## src/rtl/ahb_ldst_master.sv

```systemverilog
// ahb_ldst_master
//   Load/store AHB-Lite master. It accepts one core memory request at a time
//   and issues a single non-pipelined transfer for it. Load data is
//   byte-lane extracted and then sign- or zero-extended. A misaligned word
//   load is rotated, which gives ARMv4 LDR behaviour. The block reports a
//   bus ERROR and rejects a misaligned halfword access.
// Ports
//   clk, rst        : core clock (also HCLK), synchronous active-high reset
//   req_*           : request from decode (valid/ready handshake)
//   H*              : AHB-Lite master signals (HBURST/HPROT constant)
//   ld_valid/id/data: load writeback; the ld_valid pulse qualifies id/data
//   done, bus_err, align_fault : completion/exception pulses, one cycle each
module ahb_ldst_master (
  input  logic        clk,
  input  logic        rst,
  input  logic        req_valid,
  output logic        req_ready,
  input  logic        req_wr,
  input  logic [1:0]  req_size,
  input  logic        req_signed,
  input  logic [31:0] req_addr,
  input  logic [31:0] req_wdata,
  input  logic [4:0]  req_rd_id,
  output logic [31:0] HADDR,
  output logic [1:0]  HTRANS,
  output logic        HWRITE,
  output logic [2:0]  HSIZE,
  output logic [2:0]  HBURST,
  output logic [3:0]  HPROT,
  output logic [31:0] HWDATA,
  input  logic [31:0] HRDATA,
  input  logic        HREADY,
  input  logic        HRESP,
  output logic        ld_valid,
  output logic [4:0]  ld_id,
  output logic [31:0] ld_data,
  output logic        done,
  output logic        bus_err,
  output logic        align_fault
);

  typedef enum logic [1:0] {S_IDLE, S_ADDR, S_DATA, S_ERR} state_t;

  localparam logic [1:0] HT_IDLE   = 2'b00;
  localparam logic [1:0] HT_NONSEQ = 2'b10;

  state_t      r_state;
  logic        r_wr;
  logic        r_sgn;
  logic [1:0]  r_size;
  logic [1:0]  r_alo;     // original addr[1:0], used for lane select
  logic [4:0]  r_id;
  logic [31:0] r_wrep;    // store data already replicated across lanes

  logic [1:0]  w_size;
  logic [31:0] w_haddr;
  logic [31:0] w_wrep;
  logic [31:0] w_ld;
  logic        w_misalign;

  assign HBURST    = 3'b000;
  assign HPROT     = 4'b0001;
  // Comes only from the state register (and reset). It never depends on the bus.
  assign req_ready = (r_state == S_IDLE) && !rst;

  // Request-side decode. Size 11 is handled as a word access.
  always_comb begin
    w_size     = (req_size == 2'b11) ? 2'b10 : req_size;
    w_misalign = (w_size == 2'b01) && req_addr[0];
    w_haddr    = req_addr;
    w_wrep     = req_wdata;
    case (w_size)
      2'b00: w_wrep = {4{req_wdata[7:0]}};
      2'b01: begin
        w_wrep     = {2{req_wdata[15:0]}};
        w_haddr[0] = 1'b0;
      end
      default: w_haddr[1:0] = 2'b00;
    endcase
  end

  // Load extraction from HRDATA. Words are rotated right by the byte offset.
  always_comb begin
    logic [31:0] sh_b;
    logic [31:0] sh_h;
    logic [63:0] rot;
    sh_b = HRDATA >> {r_alo, 3'b000};
    sh_h = HRDATA >> {r_alo[1], 4'b0000};
    rot  = {HRDATA, HRDATA} >> {r_alo, 3'b000};
    case (r_size)
      2'b00:   w_ld = r_sgn ? {{24{sh_b[7]}}, sh_b[7:0]}   : {24'b0, sh_b[7:0]};
      2'b01:   w_ld = r_sgn ? {{16{sh_h[15]}}, sh_h[15:0]} : {16'b0, sh_h[15:0]};
      default: w_ld = rot[31:0];
    endcase
  end

  always_ff @(posedge clk) begin
    if (rst) begin
      r_state     <= S_IDLE;
      r_wr        <= 1'b0;
      r_sgn       <= 1'b0;
      r_size      <= 2'b00;
      r_alo       <= 2'b00;
      r_id        <= 5'd0;
      r_wrep      <= 32'd0;
      HADDR       <= 32'd0;
      HTRANS      <= HT_IDLE;
      HWRITE      <= 1'b0;
      HSIZE       <= 3'b000;
      HWDATA      <= 32'd0;
      ld_valid    <= 1'b0;
      ld_id       <= 5'd0;
      ld_data     <= 32'd0;
      done        <= 1'b0;
      bus_err     <= 1'b0;
      align_fault <= 1'b0;
    end else begin
      // Every pulse output lasts a single cycle by default.
      ld_valid    <= 1'b0;
      done        <= 1'b0;
      bus_err     <= 1'b0;
      align_fault <= 1'b0;
      case (r_state)
        S_IDLE: begin
          if (req_valid) begin
            if (w_misalign) begin
              align_fault <= 1'b1;
              done        <= 1'b1;
            end else begin
              r_wr    <= req_wr;
              r_sgn   <= req_signed;
              r_size  <= w_size;
              r_alo   <= req_addr[1:0];
              r_id    <= req_rd_id;
              r_wrep  <= w_wrep;
              HADDR   <= w_haddr;
              HTRANS  <= HT_NONSEQ;
              HWRITE  <= req_wr;
              HSIZE   <= {1'b0, w_size};
              r_state <= S_ADDR;
            end
          end
        end
        S_ADDR: begin
          if (HREADY) begin
            HTRANS  <= HT_IDLE;
            HWDATA  <= r_wrep;
            r_state <= S_DATA;
          end
        end
        S_DATA: begin
          if (HRESP) begin
            // A slave that gives a single-cycle ERROR (HREADY=1) still completes as an error.
            if (HREADY) begin
              bus_err <= 1'b1;
              done    <= 1'b1;
              r_state <= S_IDLE;
            end else begin
              r_state <= S_ERR;
            end
          end else if (HREADY) begin
            done    <= 1'b1;
            r_state <= S_IDLE;
            if (!r_wr) begin
              ld_valid <= 1'b1;
              ld_id    <= r_id;
              ld_data  <= w_ld;
            end
          end
        end
        S_ERR: begin
          if (HREADY) begin
            bus_err <= 1'b1;
            done    <= 1'b1;
            r_state <= S_IDLE;
          end
        end
        default: r_state <= S_IDLE;
      endcase
    end
  end

endmodule

```

## config.mk

```make
export PLATFORM = sky130hd
export DESIGN_NAME = ahb_ldst_master
export DESIGN_NICKNAME = d
export VERILOG_FILES = /design/src/rtl/ahb_ldst_master.sv
export SDC_FILE = /design/constraint.sdc
export NUM_CORES = 1
export LEC_CHECK = 0
export CAP_MARGIN = 20
export CORE_ASPECT_RATIO = 0.8
export CORE_UTILIZATION = 35
export CTS_BUF_LIST = sky130_fd_sc_hd__clkbuf_8
export CTS_CLUSTER_DIAMETER = 30
export DETAILED_ROUTE_END_ITERATION = 6
export PLACE_DENSITY_LB_ADDON = 0.1
export SYNTH_ARGS = -nofsm -noshare
export SYNTH_HDL_FRONTEND = slang
export SYNTH_SLANG_ARGS = --single-unit
```

## constraint.sdc

```tcl
create_clock -name clk -period 2 [get_ports clk]
set_clock_uncertainty 0.2 [all_clocks]
set_input_delay 0.3 -clock clk [delete_from_list [all_inputs] [get_ports clk]]
set_output_delay 0.3 -clock clk [all_outputs]
set_load 0.005 [all_outputs]
```

==> Yosys cells after proc, flatten, opt, wreduce, memory -nomap -nowiden <==
Cells that the tools add are included.
{ "totals": {"register_bits": 152, "input_bits": 110, "output_inout_bits": 119, "word_cells": 75} }
{ "op_classes": {"eq_ne": 9, "shifts": 3, "n_mux": 25, "bitwise": 6, "n_reduce_logical": 16} }
{ "op_table": {"columns": ["op", "n"], "rows": [
  ["32-bit case mux with 2 select lines", 2],
  ["32-bit 2-to-1 mux", 2],
  ["64-bit by 5-bit right shift with 32-bit output", 1],
  ["32-bit by 5-bit right shift with 16-bit output", 1],
  ["32-bit by 5-bit right shift with 8-bit output", 1],
  ["2-bit 2-to-1 mux", 10],
  ["2-bit case mux with 4 select lines", 1],
  ["4-bit AND reduction", 2],
  ["1-bit 2-to-1 mux", 7],
  ["2-bit by 1-bit equality test with 1-bit output (second input constant)", 3],
  ["2-bit equality test (second input constant)", 3],
  ["2-bit zero test", 3],
  ["2-bit != test (second input constant)", 3],
  ["1-bit NOT", 6],
  ["3-bit AND reduction", 2],
  ["2-bit OR reduction", 3],
  ["1-bit case mux with 2 select lines", 2],
  ["2-bit case mux with 2 select lines", 1],
  ["4-bit OR reduction", 1],
  ["1-bit logical AND", 2],
  ["2-bit AND reduction", 1],
  ["2-bit nonzero test", 1],
  ["1-bit zero test", 1]
]} }

==> Logic depth before layout (Yosys ltp) <==
{ "logic_depth": {"ltp_word": 7, "mapped_depth": 7, "ltp_nobuf": 4} }

==> Worst setup path after synthesis <==
OpenSTA, ideal clock, no wires.
{ "synth_path": {"path_type": "register to register", "from": "register r_alo[1]", "to": "register ld_data[21]", "setup_ns": 0.134, "arrival_ns": 1.515, "required_time_ns": 1.666, "slack_ns": 0.151, "path_stages_with_launch": 7, "n_path_buf": 2, "period_less_slack_ns": 1.849, "path_cell_list": "dfxtp_1 > buf_4 > mux4_2 > nor2b_4 > o22ai_4 > buf_6 > a211oi_1"} }
{ "synth_between": {"elab_chain_len": 3, "elab_cells_between_ends": 6, "cone_classes": "shift: 3; mux: 3"} }
{ "synth_lines": {"columns": ["item", "line_no", "text"], "rows": [
  ["from (decl)", "51", "logic [1:0] r_alo;"],
  ["from (signal assigned)", "133", "r_alo <= req_addr[1:0];"],
  ["32-bit by 5-bit right shift with 16-bit output or 32-bit by 5-bit right shift with 8-bit output (tied branches)", "88, 87", null],
  ["32-bit 2-to-1 mux (on tied branches)", "92, 91", null],
  ["32-bit case mux with 2 select lines (*)", "90", "case (r_size)"],
  ["to (signal assigned)", "167", "ld_data <= w_ld;"],
  ["to (decl)", "36", "output logic [31:0] ld_data,"]
]} }
Mark *: on every way between the ends. The rest lies on a longest branch, timed or not.
A chain may end at the register's enable or synchronous reset.

==> Worst setup path in the final report <==
{ "layout_path": {"from": "register r_alo[0]", "to": "register ld_data[3]"} }
{ "layout_between": {"elab_chain_len": 3, "elab_cells_between_ends": 4, "cone_classes": "shift: 2; mux: 2"} }
{ "layout_lines": {"columns": ["item", "line_no", "text"], "rows": [
  ["32-bit by 5-bit right shift with 8-bit output", "87", "sh_b = HRDATA >> {r_alo, 3'b000};"],
  ["32-bit 2-to-1 mux", "91", "2'b00: w_ld = r_sgn ? {{24{sh_b[7]}}, sh_b[7:0]} : {24'b0, sh_b[7:0]};"],
  ["32-bit case mux with 2 select lines (*)", "90", null]
]} }
Marked as above.

==> metrics.md <==
| Metric | Value |
|---|---|
| Final Cycle Share | `0.957` |
| Share of the synthesized area in the top cell type | `0.449` |
| CTS max path bufs | `2` |
| Clock-pin slew on the worst setup and hold paths | `0.10 ns` |
| CP max stage cell | `mux4_2` |
| Site Rows | `44` |
| CP max stage delay | `0.53 ns` |
| Hold-critical path endpoint | `HADDR[19]` |
| Critical path required time | `2.09 ns` |
| Commonest non-fill, non-tap cell in the layout | `nand2_1` |
| Min-delay src | `req_addr[19]` |
| Post-Route WL | `20200 µm` |
| Most frequent cells in the layout | `nand2_1, clkdlybuf4s50_1, dfxtp_1, a21oi_1, nor2_1` |
| CP Buf/Inv Count | `1` |
| Wirelength per Cell | `15.6 µm` |
| DRT met1 WL | `10400 µm` |
| Combinational share of power | `0.190` |
| Die Span X | `157 µm` |
| DR top layer | `met4` |
| Final setup vio count | `0` |
| Met2 wire length | `8230 µm` |
| Boundary Pins | `229` |
| Die height | `126 µm` |
| Ys flop type | `dfxtp_1` |
| Fin. Hold Viols | `0` |
| Clock share of power | `0.323` |
| Initial antenna violation count | `0` |
| Fin crit period | `1.91 ns` |
| Core ar. | `18500 µm²` |
| Routed Antenna Nets | `0` |
| Drt initial violations | `237` |
| Worst r2r src | `r_alo[0]` |
| FF-to-FF End | `ld_data[3]` |
| #FFs+latches synth | `151` |
| Avg Inst Size Synth | `8.39 µm²` |
| Sw frac | `0.289` |
| R2R cell count | `4` |
| Filler instances | `1829` |
| Seq/Total Area, Yosys | `0.449` |
| Full die area | `19800 µm²` |
| Met3 WL | `1440 µm` |
| Crit path kind | `reg2reg` |
| Pwr/cell area | `673 nW/µm²` |
| GRT Total Usage | `0.205` |
| H-tree levels | `4` |
| Area of the mapped netlist | `6740 µm²` |
| Mapped Cells | `803` |
| Setup ws final | `0.0867 ns` |
| Cell Int Power | `4.70 mW` |
| DP Worst Slack | `-0.475 ns` |
| Largest net degree at the start of global routing | `148` |
| Sequential cell area | `3030 µm²` |
| Final-stage net count | `1138` |
| Multi-input gate area | `3320 µm²` |
| Reg2reg setup slack | `0.09 ns` |
| First-pass GRT wire length | `31400 µm` |
| Max Fclk | `523 MHz` |
| Synth cell types | `36` |
| Ant. Diodes | `0` |
| RSZ-0062 raised after global routing | `false` |
| CTS Buf Count | `17` |
| Utilization after layout | `0.531` |
| Initial Utilization | `0.364` |
| Port Buf Inserts | `219` |
| Maximum vdd ir drop | `0.384 mV` |
| CTS tree | `done` |
| Vias in the first global route | `5767` |
| Share of post-route cells with drive strength above 1 | `0.130` |
| Via count | `6204` |
| Worst-Margin Slew | `0.687 ns` |
| Clock net sink count | `151` |
| Fin. max-slew vios | `0` |
| Flop pwr share | `0.487` |
| Leakage power | `3.44 nW` |
| Max_cap viols | `0` |
| # DRC | `0` |
| Crit path DAT | `2.00 ns` |
| Hold Path Depth | `3` |
| Crit path cell chain | `buf_12 > mux4_2 > o211ai_1 > a21oi_1` |
| Status | `complete, no violations` |
| Hold Path Class | `in2reg` |
| TritonRoute pass-1 iters | `7` |
| CTS root buf | `clkbuf_8` |
| Placer Congestion | `0.864` |
| Ys async rst share | `0` |
| CP max FO | `27` |
| Clk Latency, worst-skew pair | `0.44 ns` |
| Cell taking the most area after synthesis | `dfxtp_1` |
| Sw power | `1.91 mW` |
| Setup crit end kind | `flop` |
| Rel. slew slack | `0.540` |
| Total global routing overflow | `0` |
| Top post-synthesis cells by area | `dfxtp_1, nand2_1, a21oi_1` |
| Worst path top cell family by delay | `multiplexers` |
| Yosys warns | `0` |
| Syn-to-layout area delta | `45.9%` |
| Critical Path Start Type | `flop` |
| EDFF count, synth | `0` |
| Detailed-route vias per instance | `4.79` |
| Detailed placement HPWL | `14200 µm` |
-- worst reg2reg max path, delay by kind of cell, from the launching register on --
family	cells	cell delay [ns]
flip-flops	1	0.38
AO/OA/AOI/OAI	2	0.44
buffers and inverters	1	0.21
multiplexers	1	0.54
-- layout make-up --
| class | instances | share of cell area |
|---|---|---|
| Tap cell | 253 | 0.0322 |
| Clock buffer | 17 | 0.0238 |
| Clock inverter | 15 | 0.0120 |
| Multi-Input combinational cell | 578 | 0.338 |
| Timing Repair Buffer | 278 | 0.286 |
| Inverter | 2 | 0.000764 |
| Sequential cell | 151 | 0.308 |
-- worst max-delay path by stage --
| stage | endpoint | from | cells after the start | slack [ns] |
|---|---|---|---|---|
| after floorplan | ld_data[21] | r_alo[1] | 6 | 0.15 |
| after global placement | HADDR[19] | req_size[1] | 6 | -0.48 |
| after detailed placement | HADDR[29] | req_addr[0] | 6 | -0.47 |
| after CTS | r_wrep[26] | req_size[1] | 6 | 0.01 |
| after global routing | ld_data[24] | r_alo[1] | 6 | 0.02 |
| final | ld_data[3] | r_alo[0] | 4 | 0.09 |
-- per-stage QoR --
stage	instances	TNS (ns)	total power [mW]	hold slack, ns	area [µm²]
6_report	1294	0	6.61	0.190	9820
2_1_floorplan	810	0	3.89	0.188	6760
3_3_place_gp	1259	-40.00	4.52	0.240	9420
3_5_place_dp	1259	-38.01	4.52	0.244	9420
5_1_grt	1294	0	6.97	0.151	9820
4_1_cts	1293	0	6.69	0.153	9790
-- flip-flops by register name (all words and copies together), names as in the netlist, 2 cells and up --
| register | cells |
|---|---|
| ld_data | 32 |
| r_wrep | 32 |
| ld_id | 5 |
| HSIZE | 2 |
| HWDATA | 32 |
| r_alo | 2 |
| r_id | 5 |
| HADDR | 32 |
| r_state | 2 |
-- power by group through the flow --
stage	Sequential [mW]	Combinational [mW]	Clock, mW
after floorplan	3.27	0.613	0
after global placement	3.29	1.23	0
after detailed placement	3.29	1.23	0
after CTS	3.22	1.24	2.22
after global routing	3.24	1.37	2.37
final	3.22	1.26	2.14
-- Yosys cell counts, types with 2 or more instances --
library cell	number
nand2b_1	2
nand2_1	239
mux4_2	16
buf_6	8
nor2b_1	3
clkbuf_1	36
nor3_1	2
mux2_2	16
a311oi_1	15
a21oi_1	115
o21ai_0	16
dfxtp_1	151
mux2i_1	32
nor2_1	54
a211oi_1	24
inv_1	2
buf_4	14
buf_2	21
nand3b_1	3
nand3_1	3
a22oi_1	8
conb_1	2
o211ai_1	8
-- cells by family (layout without fill, tap and decap cells) --
family / count (synthesis) / in the layout / synth area share
flip-flops: 151 / 151 / 0.449
buffers and inverters: 81 / 312 / 0.0658
AO/OA/AOI/OAI: 191 / 191 / 0.171
multiplexers: 64 / 64 / 0.128
AND/OR/NAND/NOR: 314 / 314 / 0.186
other: 2 / 9 / 0.00112
-- timing repair --
item                       in CTS  in global routing
hold endpoints to repair        3                  0
hold buffers                    1                  0
setup buffers                   1                  0
setup endpoints to repair       3                 56
resized for setup               4                  6
gates cloned                    0                  1
-- layer usage --
metal	up-vias	track usage
met3	12	0.0643
met4	0	0.0503
met1	2837	0.305
met2	173	0.281
met5	-	0
li1	3182	-
Power figures use the tool's default switching activity.
